===== config.mk =====
export PLATFORM = sky130hd
export DESIGN_NAME = nrzi_decode_par
export DESIGN_NICKNAME = d
export VERILOG_FILES = /design/src/rtl/nrzi_decode_par_pkg.sv /design/src/rtl/nrzi_runlen_check.sv /design/src/rtl/nrzi_decode_par.sv
export SDC_FILE = /design/constraint.sdc
export NUM_CORES = 1
export LEC_CHECK = 0
export ABC_AREA = 1
export CELL_PAD_IN_SITES_DETAIL_PLACEMENT = 2
export CELL_PAD_IN_SITES_GLOBAL_PLACEMENT = 2
export CORE_AREA = 2 2 45 47
export DETAILED_ROUTE_END_ITERATION = 10
export DIE_AREA = 0 0 47 49
export PLACE_DENSITY_LB_ADDON = 0.1
export SLEW_MARGIN = 20
export SYNTH_ARGS = -nofsm -noshare
export SYNTH_HDL_FRONTEND = slang
export SYNTH_HIERARCHICAL = 1
export SYNTH_SLANG_ARGS = --single-unit

===== constraint.sdc =====
create_clock -name clk -period 0.8 [get_ports clk]
set_input_delay 0.08 -clock clk [delete_from_list [all_inputs] [get_ports clk]]
set_output_delay 0.08 -clock clk [all_outputs]
set_load 0.01 [all_outputs]

===== src/rtl/nrzi_decode_par_pkg.sv =====
// ============================================================================
// Module : nrzi_decode_par_pkg
// Brief  : Shared types for the parallel NRZI decoder (line-lock state).
// Rev    : 1.0  initial release
// ============================================================================
`default_nettype none

package nrzi_decode_par_pkg;

    // Line-lock state: PRIME waits for a reference bit, RUN holds one.
    typedef enum logic {
        PRIME = 1'b0,
        RUN   = 1'b1
    } lock_state_e;

endpackage : nrzi_decode_par_pkg

`default_nettype wire


===== src/rtl/nrzi_runlen_check.sv =====
// ============================================================================
// Module : nrzi_runlen_check
// Brief  : Zero-run checker on the decoded NRZ stream. Walks the valid bits
//          of each word oldest-first, carries the run count across words and
//          pulses run_err_o for every word holding a zero beyond MAX_ZEROS.
//          Instantiated by nrzi_decode_par only with NRZI_RUNLEN_CHECK_EN.
// Rev    : 1.0  initial release
// ============================================================================
`default_nettype none

module nrzi_runlen_check #(
    parameter int WIDTH     = 2,
    parameter int MAX_ZEROS = 3,
    localparam int CW       = $clog2(WIDTH + 1),
    localparam int ZW       = $clog2(MAX_ZEROS + 2)
) (
    input  logic             clk,
    input  logic             rst_n,
    input  logic             clear_i,
    input  logic [WIDTH-1:0] nrz_i,
    input  logic [CW-1:0]    nrz_valid_i,
    output logic             run_err_o
);

    localparam logic [ZW-1:0] C_MAXZ = ZW'(MAX_ZEROS);

    logic [ZW-1:0] zcnt_q;
    logic [ZW-1:0] zcnt_d;
    logic          run_err_q;
    logic          run_err_d;

    // Walk the word oldest-first; the count saturates one past the legal limit.
    always_comb begin
        zcnt_d    = clear_i ? '0 : zcnt_q;
        run_err_d = 1'b0;
        for (int i = 0; i < WIDTH; i++) begin
            if (CW'(i) < nrz_valid_i) begin
                if (nrz_i[WIDTH-1-i]) begin
                    zcnt_d = '0;
                end else begin
                    if (zcnt_d <= C_MAXZ) begin
                        zcnt_d = zcnt_d + 1'b1;
                    end
                    if (zcnt_d > C_MAXZ) begin
                        run_err_d = 1'b1;
                    end
                end
            end
        end
    end

    // Register the count and the violation pulse alongside the decoded word.
    always_ff @(posedge clk or negedge rst_n) begin
        if (!rst_n) begin
            zcnt_q    <= '0;
            run_err_q <= 1'b0;
        end else begin
            zcnt_q    <= zcnt_d;
            run_err_q <= run_err_d;
        end
    end

    assign run_err_o = run_err_q;

endmodule : nrzi_runlen_check

`default_nettype wire


===== src/rtl/nrzi_decode_par.sv =====
// ============================================================================
// Module : nrzi_decode_par
// Brief  : Parallel NRZI-to-NRZ decoder for the 100BASE-X receive path.
//          Up to WIDTH line bits per cycle (MSB-aligned, oldest at MSB), one
//          decoded bit per line bit after the first reference bit. All
//          outputs registered, one cycle latency.
//          Optional zero-run checker: define NRZI_RUNLEN_CHECK_EN.
// Rev    : 1.0  initial release
// ============================================================================
`default_nettype none

module nrzi_decode_par
    import nrzi_decode_par_pkg::*;
#(
    parameter int WIDTH     = 2,
    parameter int MAX_ZEROS = 3,
    localparam int CW       = $clog2(WIDTH + 1)
) (
    input  logic             clk,
    input  logic             rst_n,
    input  logic             resync_i,
    input  logic [WIDTH-1:0] nrzi_i,
    input  logic [CW-1:0]    nrzi_valid_i,
    output logic [WIDTH-1:0] nrz_o,
    output logic [CW-1:0]    nrz_valid_o,
    output logic             locked_o,
    output logic             run_err_o
);

    localparam logic [CW-1:0] C_WIDTH = CW'(WIDTH);

    lock_state_e      state_q;
    logic             last_q;
    logic [WIDTH-1:0] nrz_q;
    logic [CW-1:0]    nrz_valid_q;

    logic [CW-1:0]    k;
    logic             prime;
    logic [WIDTH-1:0] xor_bits;
    logic [WIDTH-1:0] run_bits;
    logic [WIDTH-1:0] prime_bits;
    logic [WIDTH-1:0] nrz_d;
    logic [CW-1:0]    nrz_valid_d;
    logic             last_d;

    // Clamp the bit count; over-range counts are treated as a full word.
    always_comb begin
        k = (nrzi_valid_i > C_WIDTH) ? C_WIDTH : nrzi_valid_i;
    end

    // A resync forces this cycle's word to be treated as the priming word.
    assign prime = resync_i | (state_q == PRIME);

    // Per-position transition detect. In RUN a bit is valid if it lies within
    // the first k; in PRIME the oldest bit is consumed as reference, so the
    // decoded word is the RUN word shifted up by one position.
    for (genvar p = 0; p < WIDTH; p++) begin : g_bit
        if (p == WIDTH - 1) begin : g_msb
            assign xor_bits[p] = nrzi_i[p] ^ last_q;
        end else begin : g_inner
            assign xor_bits[p] = nrzi_i[p] ^ nrzi_i[p+1];
        end

        assign run_bits[p] = xor_bits[p] & (CW'(WIDTH - 1 - p) < k);

        if (p == 0) begin : g_lsb
            assign prime_bits[p] = 1'b0;
        end else begin : g_upper
            assign prime_bits[p] = xor_bits[p-1] & (CW'(WIDTH - p) < k);
        end
    end

    // Select the decoded word and its count for this cycle.
    always_comb begin
        nrz_d       = prime ? prime_bits : run_bits;
        nrz_valid_d = '0;
        if (k != '0) begin
            nrz_valid_d = prime ? (k - 1'b1) : k;
        end
    end

    // New line reference: the youngest valid line bit, nrzi_i[WIDTH-k].
    always_comb begin
        last_d = last_q;
        for (int i = 0; i < WIDTH; i++) begin
            if (k == CW'(WIDTH - i)) begin
                last_d = nrzi_i[i];
            end
        end
    end

    // Lock FSM plus registered decoder outputs; empty words leave state alone.
    always_ff @(posedge clk or negedge rst_n) begin
        if (!rst_n) begin
            state_q     <= PRIME;
            last_q      <= 1'b0;
            nrz_q       <= '0;
            nrz_valid_q <= '0;
        end else begin
            nrz_q       <= nrz_d;
            nrz_valid_q <= nrz_valid_d;
            if (k != '0) begin
                last_q  <= last_d;
                state_q <= RUN;
            end else if (resync_i) begin
                state_q <= PRIME;
            end
        end
    end

    assign nrz_o       = nrz_q;
    assign nrz_valid_o = nrz_valid_q;
    assign locked_o    = (state_q == RUN);

`ifdef NRZI_RUNLEN_CHECK_EN
    nrzi_runlen_check #(
        .WIDTH     (WIDTH),
        .MAX_ZEROS (MAX_ZEROS)
    ) u_runlen (
        .clk         (clk),
        .rst_n       (rst_n),
        .clear_i     (prime),
        .nrz_i       (nrz_d),
        .nrz_valid_i (nrz_valid_d),
        .run_err_o   (run_err_o)
    );
`else
    assign run_err_o = 1'b0;
`endif

endmodule : nrzi_decode_par

`default_nettype wire


Word-level counts from Yosys, hierarchy flattened:

Cells that the tools add are included.

* add/sub/neg operators: 1
* magnitude comparators: 3
* equal/unequal tests: 2
* muxes and demuxes: 8
* bitwise gates (word level): 6
* reductions and logical operators: 4

Operators with widths (number)
* two-way mux 2 bit: 4
* nonzero test 2 bit: 3
* < comparator 1 x 2 -> 1 bit, first input constant: 2
* two-way mux 1 bit: 4
* AND 1 bit: 2
* equality test 2 x 1 -> 1 bit, second input constant: 1
* equality test 2 bit, second input constant: 1
* greater-than comparator 2 bit, second input constant: 1
* AND reduction 2 bit: 1
* subtractor 2 x 1 -> 2 bit, second input constant: 1
* XOR 1 bit: 2
* NOT 1 bit: 1
* OR 1 bit: 1

* bits in registers: 6
* input port bits: 7
* output and inout port bits: 6
* word-level logic and storage cells: 28

Depth between registers and ports, before layout:

Gate-level depths: netlist of run 1.

* depth after elaboration: 5
* mapped depth: 5
* depth with buffers taken out: 5

Least setup slack after synthesis of run 1:

No wires, ideal clock.

* path kind: register to register
* start point: register state_q, in the netlist locked_o
* end point: register nrz_q[1], in the netlist nrz_o[1]
* arrival time: 0.692 ns
* data required time: 0.684 ns
* setup slack: -0.008 ns
* stages on the path, launching flop included: 5
* period minus slack after synthesis: 0.808 ns
* cell sequence: dfrtp_1 -> nand2_1 -> nor2_1 -> nand2_1 -> nand2_1

* longest elaborated chain between the ends: 3

Ends and longest elaborated chain
* from (decl): RTL line nrzi_decode_par.sv:32 `lock_state_e state_q;`
* from (signal assigned): RTL line nrzi_decode_par.sv:95 `state_q <= PRIME;`
* from (signal assigned): RTL line nrzi_decode_par.sv:104 `state_q <= RUN;`
* from (signal assigned): RTL line nrzi_decode_par.sv:106 `state_q <= PRIME;`
* NOT 1 bit: RTL line nrzi_decode_par.sv:52 `assign prime = resync_i | (state_q == PRIME);`
* OR 1 bit: RTL line nrzi_decode_par.sv:52
* two-way mux 2 bit: RTL line nrzi_decode_par.sv:75 `nrz_d = prime ? prime_bits : run_bits;`
* net nrz_d[1]: RTL line nrzi_decode_par.sv:42 `logic [WIDTH-1:0] nrz_d;`
* to (signal assigned): RTL line nrzi_decode_par.sv:100 `nrz_q <= nrz_d;`
* to (decl): RTL line nrzi_decode_par.sv:34 `logic [WIDTH-1:0] nrz_q;`

The timed path passes the listed nets, and every way through them passes these cells.
A chain may end at the register's enable or synchronous reset.

Worst setup path in the final report of run 1:

* start point: register state_q, in the netlist locked_o
* end point: output locked_o

RTL lines
* to (decl): RTL line nrzi_decode_par.sv:26 `output logic locked_o,`

No word-level cell between the ends.

==> flow_summary.json, run 1 <==
{
  "synth.distinct_cells": 11,
  "grt_max_degree": 7,
  "violations": "setup timing",
  "cts_made_buffers": 3,
  "r2r_setup_slack_ns": -0.03,
  "critPathLaunchType": "flop",
  "path_buf_inv": 1,
  "clock_latency_ns": 0.24,
  "p_leak_nw": 0.252,
  "cp_slowest_stage_delay_ns": 0.38,
  "initial_utilization_pct": 14.9,
  "p_sw_uw": 203,
  "crit_path_end_kind": "output pin",
  "die_w_um": 47,
  "antenna_found_initial": 0,
  "numClockSinks": 6,
  "rows": 16,
  "ys_ff_latch": 6,
  "first_pass_iters": 2,
  "combPwrFrac_pct": 20.3,
  "p_per_area_nw_per_um2": 1640,
  "swShare_pct": 26.3,
  "coreArea_um2": 1840,
  "die_area_um2": 2300,
  "crit_type": "reg2out",
  "syn_nets": 43,
  "cp_slowest_cell": "dfrtp_1",
  "hold_viol": 0,
  "synth.avg_cell_area_um2": 7.61,
  "syn_to_final_growth_pct": 71.7,
  "finClkSkew_ns": 0.000584,
  "rsz0062_at_grt": "yes",
  "first_iter_violations": 2,
  "gp_congestion": 0.670,
  "reg2reg_depth": 5,
  "cp_max_fo": 2,
  "ioPinCount": 13,
  "cts_tree": "yes",
  "tns_ns": -0.118,
  "fmax_ghz": 1.17,
  "grt_pass1_wl_um": 1210,
  "cap_viol_max_count": 0,
  "finalCritPeriodShare_pct": 107,
  "status": "finished with violations",
  "track_usage_pct": 7.95,
  "pwr-share-clk_pct": 36.3,
  "yosysWarningCount": 6,
  "nets": 61,
  "dp_hpwl_um": 657,
  "synth_cells": 36,
  "fin_ws_ns": -0.0528,
  "r2r-start": "locked_o",
  "grt_pass1_vias": 307,
  "gr-total-overflow": 0,
  "wirelength_um": 821,
  "ir_worst_vdd_v": 0.000320,
  "critPathTopFamily": "flip-flops",
  "cts.path.max_buffers": 2,
  "ys_seq_area_share_pct": 54.8,
  "p_int_uw": 567,
  "fillerInstances": 229,
  "postCtsSetupBuffers": 0,
  "die_h_um": 49,
  "clockRootBuffer": "clkbuf_4",
  "drc_errors": 0,
  "wl_per_cell_um": 10.4,
  "drive_gt1_share_pct": 32.7,
  "seqPwrFrac_pct": 43.5,
  "netlist_area_um2": 274,
  "worstPathCellList": "buf_2",
  "critPathArrivalTime_ns": 0.77,
  "p_total_uw": 770,
  "n_antenna_cell": 0,
  "final_max_slew_viol_count": 0,
  "postRouteAntennaNets": 0,
  "crit_required_ns": 0.72,
  "hp-class": "in2async",
  "via_per_inst": 3.70,
  "clk_pin_slew_worst_paths_ns": 0.04,
  "reg2reg_to": "nrz_o[1]",
  "htreeDepth": 1,
  "vias": 292,
  "io_buffers": 11,
  "min_period_ns": 0.853,
  "setup_violations": 6
}
==> metrics by stage <==
stage               cells  hold slack (ns)  utilization, %  area [um2]  setup WS [ns]
detailed placement     76            0.349            23.6         435         -0.296
global route           79            0.107            25.5         470        -0.0721
CTS                    79           0.0890            24.1         444        -0.0635
finish                 79           0.0840            25.5         470        -0.0528
global placement       76            0.338            23.6         435         -0.263
floorplan              36           -0.216               -         277         0.0216
==> what timing repair did <==
| action | CTS | global route |
|---|---|---|
| gates resized for setup | 25 | 7 |
| setup endpoints to repair | 10 | 9 |
| pin swaps | 2 | 1 |
| hold buffers | 0 | 0 |
==> area by class of cell <==
type / count / area (um2) / area share (%)
Clock buffer: 3 / 22.5 / 4.79
Tap cell: 27 / 33.8 / 7.18
Timing Repair Buffer: 14 / 115 / 24.5
Inverter: 5 / 18.8 / 3.99
Sequential cell: 6 / 150 / 31.9
Multi-Input combinational cell: 24 / 130 / 27.7
==> routing by layer <==
metal / vias to the layer above / GRT usage (%) / wire [um]
li1: 138 / - / -
met1: 136 / 7.78 / 303
met2: 14 / 12.1 / 421
met3: 4 / 1.11 / 60
met4: 0 / 9.72 / 36
met5: - / 0 / 0
==> worst max-delay path by stage <==
stage          slack [ns]  startpoint        to  cells after the start
3_5_place_dp        -0.30   nrzi_i[1]  nrz_o[1]                      6
2_1_floorplan        0.02    locked_o  nrz_o[1]                      4
6_report            -0.05    locked_o  locked_o                      1
5_1_grt             -0.07    locked_o  locked_o                      1
3_3_place_gp        -0.26   nrzi_i[1]  nrz_o[1]                      6
4_1_cts             -0.06    locked_o  locked_o                      1
==> kinds of logic after synthesis <==
family,after synthesis,synth area share [%]
AND/OR/NAND/NOR,20,27.9
buffers and inverters,6,9.59
other,1,1.37
AO/OA/AOI/OAI,3,6.39
flip-flops,6,54.8
==> sequential cells by signal (all words and copies together), names as in the netlist <==
signal and flops:
nrz_o 2, last_q 1, locked_o 1, nrz_valid_o 2
==> power groups by stage <==
stage	Clock (mW)	Sequential, mW	Combinational (mW)
detailed placement	0	0.340	0.157
CTS	0.283	0.335	0.147
floorplan	0	0.348	0.0499
global placement	0	0.338	0.152
global route	0.301	0.337	0.175
finish	0.279	0.335	0.156
==> cell usage after synthesis (all sizes together) <==
master / n / area share [%]
conb: 1 / 1.4
buf: 1 / 2.7
nor2: 6 / 8.2
nand2: 13 / 18
a21oi: 1 / 1.8
o211ai: 1 / 2.7
nand3: 1 / 1.8
o21ai: 1 / 1.8
dfrtp: 6 / 55
inv: 5 / 6.8
==> placed cells by master, fill, tap and decap left out, types with 2 or more instances in the layout <==
cell and instances:
dfrtp_1 6, nor2_1 4, buf_2 5, dlymetal6s2s_1 2
buf_4 2, clkdlybuf4s50_1 3, nand2_1 11, inv_1 4
clkbuf_4 3
No activity file was read; power rests on OpenSTA's default activity.
==> run 2, diff against run 1 <==
- CORE_AREA: 2 2 45 47 -> 3 3 46 48
- DIE_AREA: 0 0 47 49 -> 0 0 49 51
==> run 2 against run 1 <==
  * The run still ends with setup timing left
  * Non-clock buffer count did not move
  * First-iteration DRC count fell by 100%
  * Critical endpoint unchanged
  * Largest cell class unchanged
  * Clock-buffer cell count is the same
  * Core utilization is 1.3 points higher
  * Sequential cell count unchanged
  * Clock skew grew 0.0030 ns
  * Sequential share of layout area increased by 0.17 points
  * Largest power group unchanged
  * Routed wire length fell by 5.2%
  * Worst setup slack gained 0.0044 ns
  * Total power grew 0.50%
==> flow_summary.json, run 2 (synthesis results as in run 1) <==
{
  "status": "finished with violations",
  "violations": "setup timing",
  "p_total_uw": 774,
  "io_buffers": 11,
  "drive_gt1_share_pct": 34.6,
  "nets": 61,
  "gp_congestion": 0.648,
  "cp_slowest_cell": "dfrtp_1",
  "combPwrFrac_pct": 20.3,
  "gr-total-overflow": 0,
  "grt_pass1_vias": 293,
  "r2r_setup_slack_ns": -0.02,
  "fin_hold_ws_ns": 0.0794,
  "die_w_um": 49,
  "grt_max_degree": 7,
  "cap_viol_max_count": 0,
  "postRouteAntennaNets": 0,
  "hold_viol": 0,
  "fin_ws_ns": -0.0484,
  "worstPathCellList": "buf_2",
  "vias": 284,
  "n_antenna_cell": 0,
  "fillerInstances": 219,
  "die_h_um": 51,
  "cp_max_fo": 2,
  "initial_utilization_pct": 15.7,
  "multi_input_area_um2": 133,
  "cp_slowest_stage_delay_ns": 0.38,
  "syn_to_final_growth_pct": 70.8,
  "setup_violations": 7,
  "wl_per_cell_um": 10.1,
  "area.sequential_um2": 150,
  "reg2reg_depth": 4,
  "cts.path.max_buffers": 2,
  "crit_required_ns": 0.72,
  "placed_area_um2": 425,
  "finalCritPeriodShare_pct": 106,
  "drc_errors": 0,
  "finClkSkew_ns": 0.00362,
  "stdcell_area_um2": 468,
  "htreeDepth": 1,
  "critPathLaunchType": "flop",
  "ir_worst_vdd_v": 0.000260,
  "die_area_um2": 2500,
  "critPathArrivalTime_ns": 0.77,
  "placedCellCount": 73,
  "via_per_inst": 3.69,
  "track_usage_pct": 7.42,
  "wirelength_um": 778,
  "antenna_found_initial": 0,
  "rsz0062_at_grt": "yes",
  "p_leak_nw": 0.243,
  "layout_commonest_cell": "nand2_1",
  "ioPinCount": 13,
  "first_iter_violations": 0,
  "swShare_pct": 26.4,
  "coreArea_um2": 1750,
  "fmax_ghz": 1.18,
  "p_sw_uw": 204,
  "clk_pin_slew_worst_paths_ns": 0.05,
  "hp-class": "in2async",
  "tns_ns": -0.142,
  "min_period_ns": 0.848,
  "critPathTopFamily": "flip-flops",
  "seqPwrFrac_pct": 43.4,
  "reg2reg_to": "nrz_valid_o[1]",
  "first_pass_iters": 1,
  "rows": 15,
  "cts_made_buffers": 3,
  "final_cell_mix": "nand2_1, dfrtp_1, buf_2",
  "pwr-share-clk_pct": 36.3,
  "clockRootBuffer": "clkbuf_4",
  "grt_pass1_wl_um": 1280,
  "r2r-start": "locked_o",
  "numClockSinks": 6,
  "dp_hpwl_um": 651,
  "cts_tree": "yes",
  "crit_path_end_kind": "output pin",
  "p_int_uw": 569,
  "stdcell_count": 77,
  "final_max_slew_viol_count": 0,
  "p_per_area_nw_per_um2": 1650,
  "path_buf_inv": 1,
  "crit_type": "reg2out",
  "clock_latency_ns": 0.25
}
==> run 2: cell count changes in the layout (fill, tap and decap cells not counted) <==
| cell | change |
|---|---|
| clkdlybuf4s50_1 | +1 |
| dlymetal6s2s_1 | -1 |
| nor2_2 | +1 |
| nor2_1 | -1 |
==> run 2: worst max path at each step <==
| stage | startpoint | end | slack, ns | cells past startpoint |
|---|---|---|---|---|
| 2_1_floorplan | locked_o | nrz_o[1] | 0.02 | 4 |
| 3_3_place_gp | nrzi_valid_i[1] | nrz_o[1] | -0.28 | 5 |
| 3_5_place_dp | nrzi_i[1] | nrz_o[1] | -0.30 | 6 |
| 4_1_cts | locked_o | locked_o | -0.07 | 1 |
| 5_1_grt | locked_o | locked_o | -0.09 | 1 |
| 6_report | locked_o | locked_o | -0.05 | 1 |
==> run 2: routing by layer <==
metal / routed length [um] / GRT usage, %
met2: 413 / 11.5
met1: 260 / 6.19
met5: 0 / 0
met4: 14 / 8.53
met3: 88 / 4.37
==> run 2: power groups by stage <==
stage / clock (mW) / combinational [mW] / sequential (mW)
after global routing: 0.307 / 0.177 / 0.339
after detailed placement: 0 / 0.153 / 0.341
after floorplan: 0 / 0.0499 / 0.348
final: 0.281 / 0.157 / 0.336
after global placement: 0 / 0.148 / 0.338
after CTS: 0.300 / 0.147 / 0.337
==> run 2: layout make-up <==
| type | count | area share (%) |
|---|---|---|
| sequential | 6 | 32.1 |
| multi-input combinational | 24 | 28.3 |
| timing repair buffer | 14 | 24.1 |
| tap | 25 | 6.68 |
| clock buffer | 3 | 4.81 |
| inverter | 5 | 4.01 |
==> run 2: stage by stage <==
step / utilization (%) / worst slack (ns)
after floorplan: - / 0.0216
after global placement: 24.4 / -0.281
after detailed placement: 24.4 / -0.305
after CTS: 25.3 / -0.0657
after global routing: 26.8 / -0.0862
final: 26.8 / -0.0484
==> run 2: timing repair <==
action | in CTS | in global routing
endpoints found under the setup margin | 9 | 10
setup buffers | 1 | 0
gates resized for setup | 25 | 7
hold buffers | 0 | 0
pin swaps | 2 | 2
==> run 3, diff against run 2 <==
- CTS_CLUSTER_DIAMETER: not set -> 50
==> results of run 3 <==
The final DEF is identical to that of run 2; final timing and power are the same.
